$ cat config.mk
export PLATFORM = sky130hd
export DESIGN_NAME = fifo_rd_port_flat
export DESIGN_NICKNAME = d
export VERILOG_FILES = /design/src/rtl/fifo_rd_port_if.sv /design/src/rtl/fifo_rd_port.sv /design/src/flat_wrapper.sv
export SDC_FILE = /design/constraint.sdc
export NUM_CORES = 1
export LEC_CHECK = 0
export ABC_AREA = 1
export CELL_PAD_IN_SITES_DETAIL_PLACEMENT = 0
export CELL_PAD_IN_SITES_GLOBAL_PLACEMENT = 1
export CORE_ASPECT_RATIO = 0.75
export CORE_MARGIN = 2
export CORE_UTILIZATION = 32
export DETAILED_ROUTE_END_ITERATION = 10
export PLACE_DENSITY = 0.74
export SYNTH_ARGS = -nofsm -noshare
export SYNTH_HDL_FRONTEND = slang
export SYNTH_SLANG_ARGS = --single-unit
$ cat constraint.sdc
create_clock -name clk_i -period 2.1 [get_ports clk_i]
set_clock_uncertainty 0.2 [all_clocks]
set_input_delay 0.42 -clock clk_i [delete_from_list [all_inputs] [get_ports clk_i]]
set_output_delay 0.42 -clock clk_i [all_outputs]
set_load 0.05 [all_outputs]
$ cat src/rtl/fifo_rd_port_if.sv
// fifo_rd_port_if: bundles the FIFO-side read interface and the downstream
// valid/ready interface of fifo_rd_port.
//   fifo_empty_i  FIFO empty flag
//   fifo_data_i   FIFO read data (valid one cycle after an accepted rd_en)
//   fifo_rd_en_o  FIFO read enable
//   flush_i       drop all buffered and in-flight words
//   data_o        head word presented downstream
//   valid_o       data_o is valid
//   ready_i       downstream accepts data_o this cycle
// Modports: slave = the read-port block, master = its environment.
interface fifo_rd_port_if #(
  parameter int DATA_W = 8
);
  logic              fifo_empty_i;
  logic [DATA_W-1:0] fifo_data_i;
  logic              fifo_rd_en_o;
  logic              flush_i;
  logic [DATA_W-1:0] data_o;
  logic              valid_o;
  logic              ready_i;

  modport slave (
    input  fifo_empty_i, fifo_data_i, flush_i, ready_i,
    output fifo_rd_en_o, data_o, valid_o
  );

  modport master (
    output fifo_empty_i, fifo_data_i, flush_i, ready_i,
    input  fifo_rd_en_o, data_o, valid_o
  );
endinterface

$ cat src/rtl/fifo_rd_port.sv
// fifo_rd_port: drain-side controller for a circular FIFO with a 1-cycle
// registered read latency. Issues read enables only while the skid buffer
// can absorb every word already requested, captures returning words into a
// 2**BUF_DEPTH_W entry circular buffer and presents the head word on a
// valid/ready handshake (1 word/cycle sustained).
// Ports:
//   clk_i        clock, all state on rising edge
//   rst_i        synchronous active-high reset
//   bus          fifo_rd_port_if.slave (FIFO read side + downstream side)
//   stall_cnt_o  saturating count of valid & !ready cycles
//                (only with FIFO_RD_STALL_CNT_EN defined)
// Optional feature macro: FIFO_RD_STALL_CNT_EN
module fifo_rd_port #(
  parameter int DATA_W      = 8,
  parameter int BUF_DEPTH_W = 1,
  parameter int CNT_W       = 16,
  parameter int ID          = 0
) (
  input  logic              clk_i,
  input  logic              rst_i,
  fifo_rd_port_if.slave     bus
`ifdef FIFO_RD_STALL_CNT_EN
  ,
  output logic [CNT_W-1:0]  stall_cnt_o
`endif
);

  localparam int DEPTH = 1 << BUF_DEPTH_W;
  localparam logic [BUF_DEPTH_W+1:0] OCC_LIMIT = (BUF_DEPTH_W+2)'(DEPTH);

  if (BUF_DEPTH_W < 1 || BUF_DEPTH_W > 4 || CNT_W < 1 || ID < 0) begin : g_param_chk
    $error("fifo_rd_port: illegal parameter value");
  end

  typedef logic [BUF_DEPTH_W-1:0] ptr_t;

  logic [BUF_DEPTH_W:0]            count_q, count_d;
  ptr_t                            wr_ptr_q, wr_ptr_d;
  ptr_t                            rd_ptr_q, rd_ptr_d;
  logic                            inflight_q, inflight_d;
  logic [DEPTH-1:0][DATA_W-1:0]    mem_q, mem_d;

  logic                 valid;
  logic                 pop;
  logic                 capture;
  logic                 rd_en;
  logic [BUF_DEPTH_W+1:0] occ;

  assign valid   = (count_q != '0);
  assign pop     = valid & bus.ready_i;
  assign capture = inflight_q & ~bus.flush_i;

  // Occupancy after this edge if nothing new were requested: words held plus
  // the word already on its way back, minus the one leaving. Never negative
  // because pop implies count_q >= 1. Keeping it below DEPTH guarantees a
  // slot for the word a read issued now will return next cycle.
  assign occ   = {1'b0, count_q} + (BUF_DEPTH_W+2)'(inflight_q)
               - (BUF_DEPTH_W+2)'(pop);
  assign rd_en = ~bus.fifo_empty_i & ~bus.flush_i & ~rst_i & (occ < OCC_LIMIT);

  always_comb begin
    count_d    = count_q + (BUF_DEPTH_W+1)'(capture) - (BUF_DEPTH_W+1)'(pop);
    wr_ptr_d   = wr_ptr_q + ptr_t'(capture);
    rd_ptr_d   = rd_ptr_q + ptr_t'(pop);
    inflight_d = rd_en;
    mem_d      = mem_q;
    if (capture) mem_d[wr_ptr_q] = bus.fifo_data_i;
    // Flush discards buffer state and the returning word; storage contents
    // are left alone since the pointers no longer reference them.
    if (bus.flush_i) begin
      count_d    = '0;
      wr_ptr_d   = '0;
      rd_ptr_d   = '0;
      inflight_d = 1'b0;
    end
  end

  always_ff @(posedge clk_i) begin
    if (rst_i) begin
      count_q    <= '0;
      wr_ptr_q   <= '0;
      rd_ptr_q   <= '0;
      inflight_q <= 1'b0;
      mem_q      <= '0;
    end else begin
      count_q    <= count_d;
      wr_ptr_q   <= wr_ptr_d;
      rd_ptr_q   <= rd_ptr_d;
      inflight_q <= inflight_d;
      mem_q      <= mem_d;
    end
  end

  assign bus.fifo_rd_en_o = rd_en;
  assign bus.valid_o      = valid;
  assign bus.data_o       = mem_q[rd_ptr_q];

`ifdef FIFO_RD_STALL_CNT_EN
  logic [CNT_W-1:0] stall_cnt_q, stall_cnt_d;

  // Saturating; only reset clears it so flushes keep the history.
  always_comb begin
    stall_cnt_d = stall_cnt_q;
    if (valid & ~bus.ready_i & (stall_cnt_q != '1))
      stall_cnt_d = stall_cnt_q + 1'b1;
  end

  always_ff @(posedge clk_i) begin
    if (rst_i) stall_cnt_q <= '0;
    else       stall_cnt_q <= stall_cnt_d;
  end

  assign stall_cnt_o = stall_cnt_q;
`endif

endmodule

$ cat src/flat_wrapper.sv
// flat-port wrapper written by rule: the top's interface ports become plain ports
module fifo_rd_port_flat 
#(
  parameter int DATA_W      = 8,
  parameter int BUF_DEPTH_W = 1,
  parameter int CNT_W       = 16,
  parameter int ID          = 0
)
  (clk_i, rst_i, bus_fifo_empty_i, bus_fifo_data_i, bus_flush_i, bus_ready_i, bus_fifo_rd_en_o, bus_data_o, bus_valid_o);
  fifo_rd_port_if #(.DATA_W(DATA_W)) bus_i ();
  input  logic clk_i;
  input  logic rst_i;
  input wire logic [$bits(bus_i.fifo_empty_i)-1:0] bus_fifo_empty_i;
  input wire logic [$bits(bus_i.fifo_data_i)-1:0] bus_fifo_data_i;
  input wire logic [$bits(bus_i.flush_i)-1:0] bus_flush_i;
  input wire logic [$bits(bus_i.ready_i)-1:0] bus_ready_i;
  output wire logic [$bits(bus_i.fifo_rd_en_o)-1:0] bus_fifo_rd_en_o;
  output wire logic [$bits(bus_i.data_o)-1:0] bus_data_o;
  output wire logic [$bits(bus_i.valid_o)-1:0] bus_valid_o;
  assign bus_i.fifo_empty_i = bus_fifo_empty_i;
  assign bus_i.fifo_data_i = bus_fifo_data_i;
  assign bus_i.flush_i = bus_flush_i;
  assign bus_i.ready_i = bus_ready_i;
  assign bus_fifo_rd_en_o = bus_i.fifo_rd_en_o;
  assign bus_data_o = bus_i.data_o;
  assign bus_valid_o = bus_i.valid_o;
  fifo_rd_port #(.DATA_W(DATA_W), .BUF_DEPTH_W(BUF_DEPTH_W), .CNT_W(CNT_W), .ID(ID)) u_core (.clk_i(clk_i), .rst_i(rst_i), .bus(bus_i));
endmodule
### Word-level counts from Yosys, hierarchy flattened

Index checks and enable logic that the tools add are counted.

* order comparisons: 4
* multiplexer cells: 5
* add/sub/neg operators: 6
* reduce and logical (&&, ||, !) cells: 3
* bitwise logic cells: 8

Operators with widths (count)
* $mux W8: 3
* $bwmux W16: 1
* $demux W8 S1: 1
* $and A1 B1 Y1: 5
* $lt A1 B2 Y1 const B: 2
* $add A2 B1 Y3: 1
* $lt A3 B2 Y1 const B: 1
* $not A1 Y1: 3
* $sub A3 B1 Y3: 1
* $add A1 B1 Y1: 2
* $add A2 B1 Y2: 1
* $reduce_bool A2 Y1: 1
* $reduce_or A2 Y1: 1
* $sub A2 B1 Y2: 1
* $ge A1 B1 Y1 const B: 1
* $logic_and A1 B1 Y1: 1

* word-level logic and storage cells: 32
* bits of input ports: 13
* output and inout bits: 10
* register bits after elaboration: 21

### Logic depth before layout (Yosys ltp)

* depth in word-level cells: 5
* depth in mapped cells: 8
* gate-level depth less buffers: 8

### Least setup slack after synthesis

Ideal clock, no wire load.

* path type: in2out
* from: input bus_ready_i
* to: output bus_fifo_rd_en_o
* data arrival time: 2147 ps
* stages: 8
* required time: 1480 ps
* buffers on the path: 0
* path slack: -667 ps
* cell sequence: inv_1 nor2_1 ha_1 inv_1 nand2_1 fa_1 nand3_2 nor2_1

* word-level cells in the longest chain between the ends: 4

Ends and longest elaborated chain
* from (decl): line flat_wrapper.sv:16 `input wire logic [$bits(bus_i.ready_i)-1:0] bus_ready_i;`
* $and A1 B1 Y1: line fifo_rd_port.sv:50 `assign pop = valid & bus.ready_i;`
* $sub A3 B1 Y3: line fifo_rd_port.sv:58 `- (BUF_DEPTH_W+2)'(pop);`
* $lt A3 B2 Y1: line fifo_rd_port.sv:59 `assign rd_en = ~bus.fifo_empty_i & ~bus.flush_i & ~rst_i & (occ < OCC_LIMIT);`
* $and A1 B1 Y1: line fifo_rd_port.sv:59
* to (decl): line flat_wrapper.sv:17 `output wire logic [$bits(bus_i.fifo_rd_en_o)-1:0] bus_fifo_rd_en_o;`

Every way passes these cells.

### Worst setup path in the final report

Ends and elaborated chain as after synthesis.

==> key figures <==
Clock tree
  – # clock sinks: 21
  – Clock Latency Late Sink: roughly 0.26 ns
  – Num CTS Buffers: 3
  – CTS tree: done
  – Clock tree buffer depth: 2
  – CTS Hold Bufs: 0
  – H-tree Lvls: 1
  – Worst-path clk slew: 0.07 ns
  – CTS root buf: clkbuf_8

Placement
  – Placer Congestion: just under 0.9
  – Pre-CTS setup slack: -0.863 ns
  – Post-DP HPWL: ~1700 um
  – Port buffer count: 22

Final layout
  – Layout filler cell count: around 300
  – Layout cells sized above 1: 30.9%
  – Util after Layout: between 40% and 50%
  – Fin nets: between 150 and 200
  – Multi-input combinational cell area: about 520 um2
  – Layout area overhead: 40.5%
  – Register area: 423 um2
  – Antenna cells: 0

Global routing
  – Vias in the first global route: a little over 800
  – Initial antenna violation count: 0
  – Largest net degree at the start of global routing: 17
  – Global-route wire length before repair: 3680 um
  – GRT overflow: 0
  – Global router's overall resource usage: approximately 14%

Yosys
  – Sequential area share after synthesis: about two fifths
  – Post-Syn Area: ~0.0010 mm2
  – Area leader, netlist: dfxtp_1
  – Synth warn: 0
  – Top cell type's share of synthesized area: around two fifths
  – Synth top area cells: dfxtp_1 41%, nand2_1 13%, mux2_4 12%
  – Synthesized Nets: around 140
  – Gate Count Post-Synth: ~120
  – Avg Synthesized Cell Area: 8.59 um2
  – Seq cells post-synth: 21
  – Post-synth cell types: 16

STA
  – Tcrit/Tclk final: 125%
  – Final worst path period need: about 2.6 ns
  – Setup TNS: -0.525 ns
  – Finish-stage setup viols: 1
  – Final setup margin: -0.525 ns
  – RSZ-0062 raised after global routing: yes
  – Final hold violations: 0
  – Slew HR: between 80% and 90%
  – Slew Viols, Final: 0
  – Fmax: 381 MHz
  – Worst Tran Pin Value: around 0.23 ns
  – Hold Slack: about 0.26 ns

Pwr
  – Power density over the cells: between 500 and 600 mW/mm2
  – Tot Pwr: approximately 770 uW
  – Max VDD drop: 0.324 mV
  – Static Leak: 0.000577 uW

Worst setup path
  – FF-to-FF setup slack: 0.26 ns
  – FF-to-FF path depth: 8
  – Reg2reg start: u_core.count_q[1]
  – Worst path slowest cell: fa_2
  – Crit path from: bus_ready_i
  – CP cell instances: clkdlybuf4s15_1 > inv_1 > nor2_2 > ha_1 > inv_2 > nand2_2 > fa_2 > nand3_2 > nor2_4 > buf_12
  – Crit-path max FO: 2
  – Crit path kind: in -> out
  – Worst setup EP type: primary output
  – R2r endpoint: u_core.inflight_q
  – Worst setup SP type: input port
  – CP required: roughly 1.5 ns
  – Worst Path Arrival: 2.01 ns
  – Slowest stage delay, CP: between 0.5 and 0.6 ns
  – CP endpoint: bus_fifo_rd_en_o

Routing
  – Wire per inst: around 11 um
  – Post-route ant nets: 0
  – # DRC: 0
  – DR pass1 iterations: 4
  – Vias: around 800
  – Vias/cell: approximately 4.2
  – Final wirelength: ~2200 um
  – Drt first-iter violations: 20

Floorplanning
  – Die width: just under 70 um
  – Die Area: between 0.003 and 0.004 mm2
  – Row count: 17
  – Initial Util: 34.0%
  – Die Height: roughly 53 um
  – Core Region: ~0.003 mm2
  – I/O pins: 23

Run status
  – Failing checks: negative setup slack
  – Status: complete, but fails checks

Run
  – Maxcap violations: 0

Min path
  – Worst Hold Class: reg -> reg
-- timing repair --
| item | 4_1_cts | 5_1_grt |
|---|---|---|
| resized for setup | 9 | 0 |
| buffers inserted | 4 | 0 |
| pin swaps | 3 | 3 |
| setup endpoints to repair | 2 | 1 |
-- critical path, delay by kind of cell --
kind | cells | cell delay [ns]
adder cells (fa/ha/maj) | 2 | 0.77
AND/OR/NAND/NOR | 4 | 0.37
buffers and inverters | 4 | 0.45
-- cell usage after synthesis --
| cell | instances |
|---|---|
| a21oi_1 | 16 |
| fa_1 | 1 |
| xor2_1 | 1 |
| xnor2_1 | 1 |
| nor2_4 | 1 |
| buf_4 | 1 |
| mux2_4 | 8 |
| ha_1 | 5 |
| dfxtp_1 | 21 |
| nand3_2 | 1 |
| nand2_1 | 35 |
| nand3_1 | 1 |
| inv_2 | 2 |
| inv_1 | 10 |
| buf_6 | 4 |
| nor2_1 | 10 |
-- metrics by stage --
step / area (um2) / instances
after floorplan: 1020 / 118
final: 1420 / 190
after CTS: 1420 / 190
after global routing: 1420 / 190
after detailed placement: 1330 / 182
after global placement: 1330 / 182
-- layout by cell type (no fill, tap or decap), types with 2 or more instances in the layout --
| cell type | count |
|---|---|
| a21oi_1 | 16 |
| buf_12 | 4 |
| buf_4 | 19 |
| clkbuf_8 | 3 |
| clkdlybuf4s50_1 | 11 |
| dfxtp_1 | 19 |
| dfxtp_2 | 2 |
| ha_1 | 5 |
| inv_1 | 9 |
| inv_2 | 3 |
| mux2_4 | 8 |
| nand2_1 | 34 |
| nor2_1 | 7 |
| nor2_2 | 2 |
| nor2_4 | 2 |
-- how the worst min path moves through the flow --
stage	endpoint	slack [ns]	from	cells after the start
global placement	u_core.mem_q[3]	0.25	u_core.mem_q[3]	2
floorplan	u_core.mem_q[2]	0.24	u_core.mem_q[2]	2
CTS	u_core.mem_q[9]	0.26	u_core.mem_q[9]	2
global route	u_core.mem_q[7]	0.29	u_core.mem_q[7]	2
detailed placement	u_core.mem_q[9]	0.25	u_core.mem_q[9]	2
finish	u_core.mem_q[9]	0.26	u_core.mem_q[9]	2
-- cell type report --
class | count | area share (%)
multi-input combinational | 80 | 36.6
sequential | 21 | 29.7
timing repair buffer | 35 | 24.1
tap | 38 | 3.34
clock buffer | 4 | 3.16
inverter | 12 | 3.16
-- cells by family (layout without fill, tap and decap cells) --
group	after synthesis	after routing	synth area share [%]
fa+ha+maj	6	6	8.15
mux	8	8	11.9
compound gates	16	16	7.90
xor+xnor	2	2	1.73
simple gates	48	48	19.3
flops	21	21	41.5
buf+inv	17	51	9.63
-- layer usage --
metal / global-route usage, % / up-vias / share of wire [%]
met5: 0 / - / 0
li1: - / 435 / -
met2: 24.0 / 11 / 48
met4: 5.88 / 0 / 1.2
met3: 3.66 / 2 / 3.1
met1: 17.2 / 357 / 47
-- where the power goes --
part / leakage (uW) / internal (uW) / switching [uW]
combinational: 0.000383 / 51.5 / 50.6
clock: 0.0000228 / 135 / 123
sequential: 0.000171 / 404 / 3.14
-- sequential cells by signal, indices dropped and copies added, names as in the netlist --
register,flops
u_core.mem_q,16
u_core.count_q,2
u_core.inflight_q,1
u_core.rd_ptr_q,1
u_core.wr_ptr_q,1
Note: power is estimated with default switching activity, not from simulation.
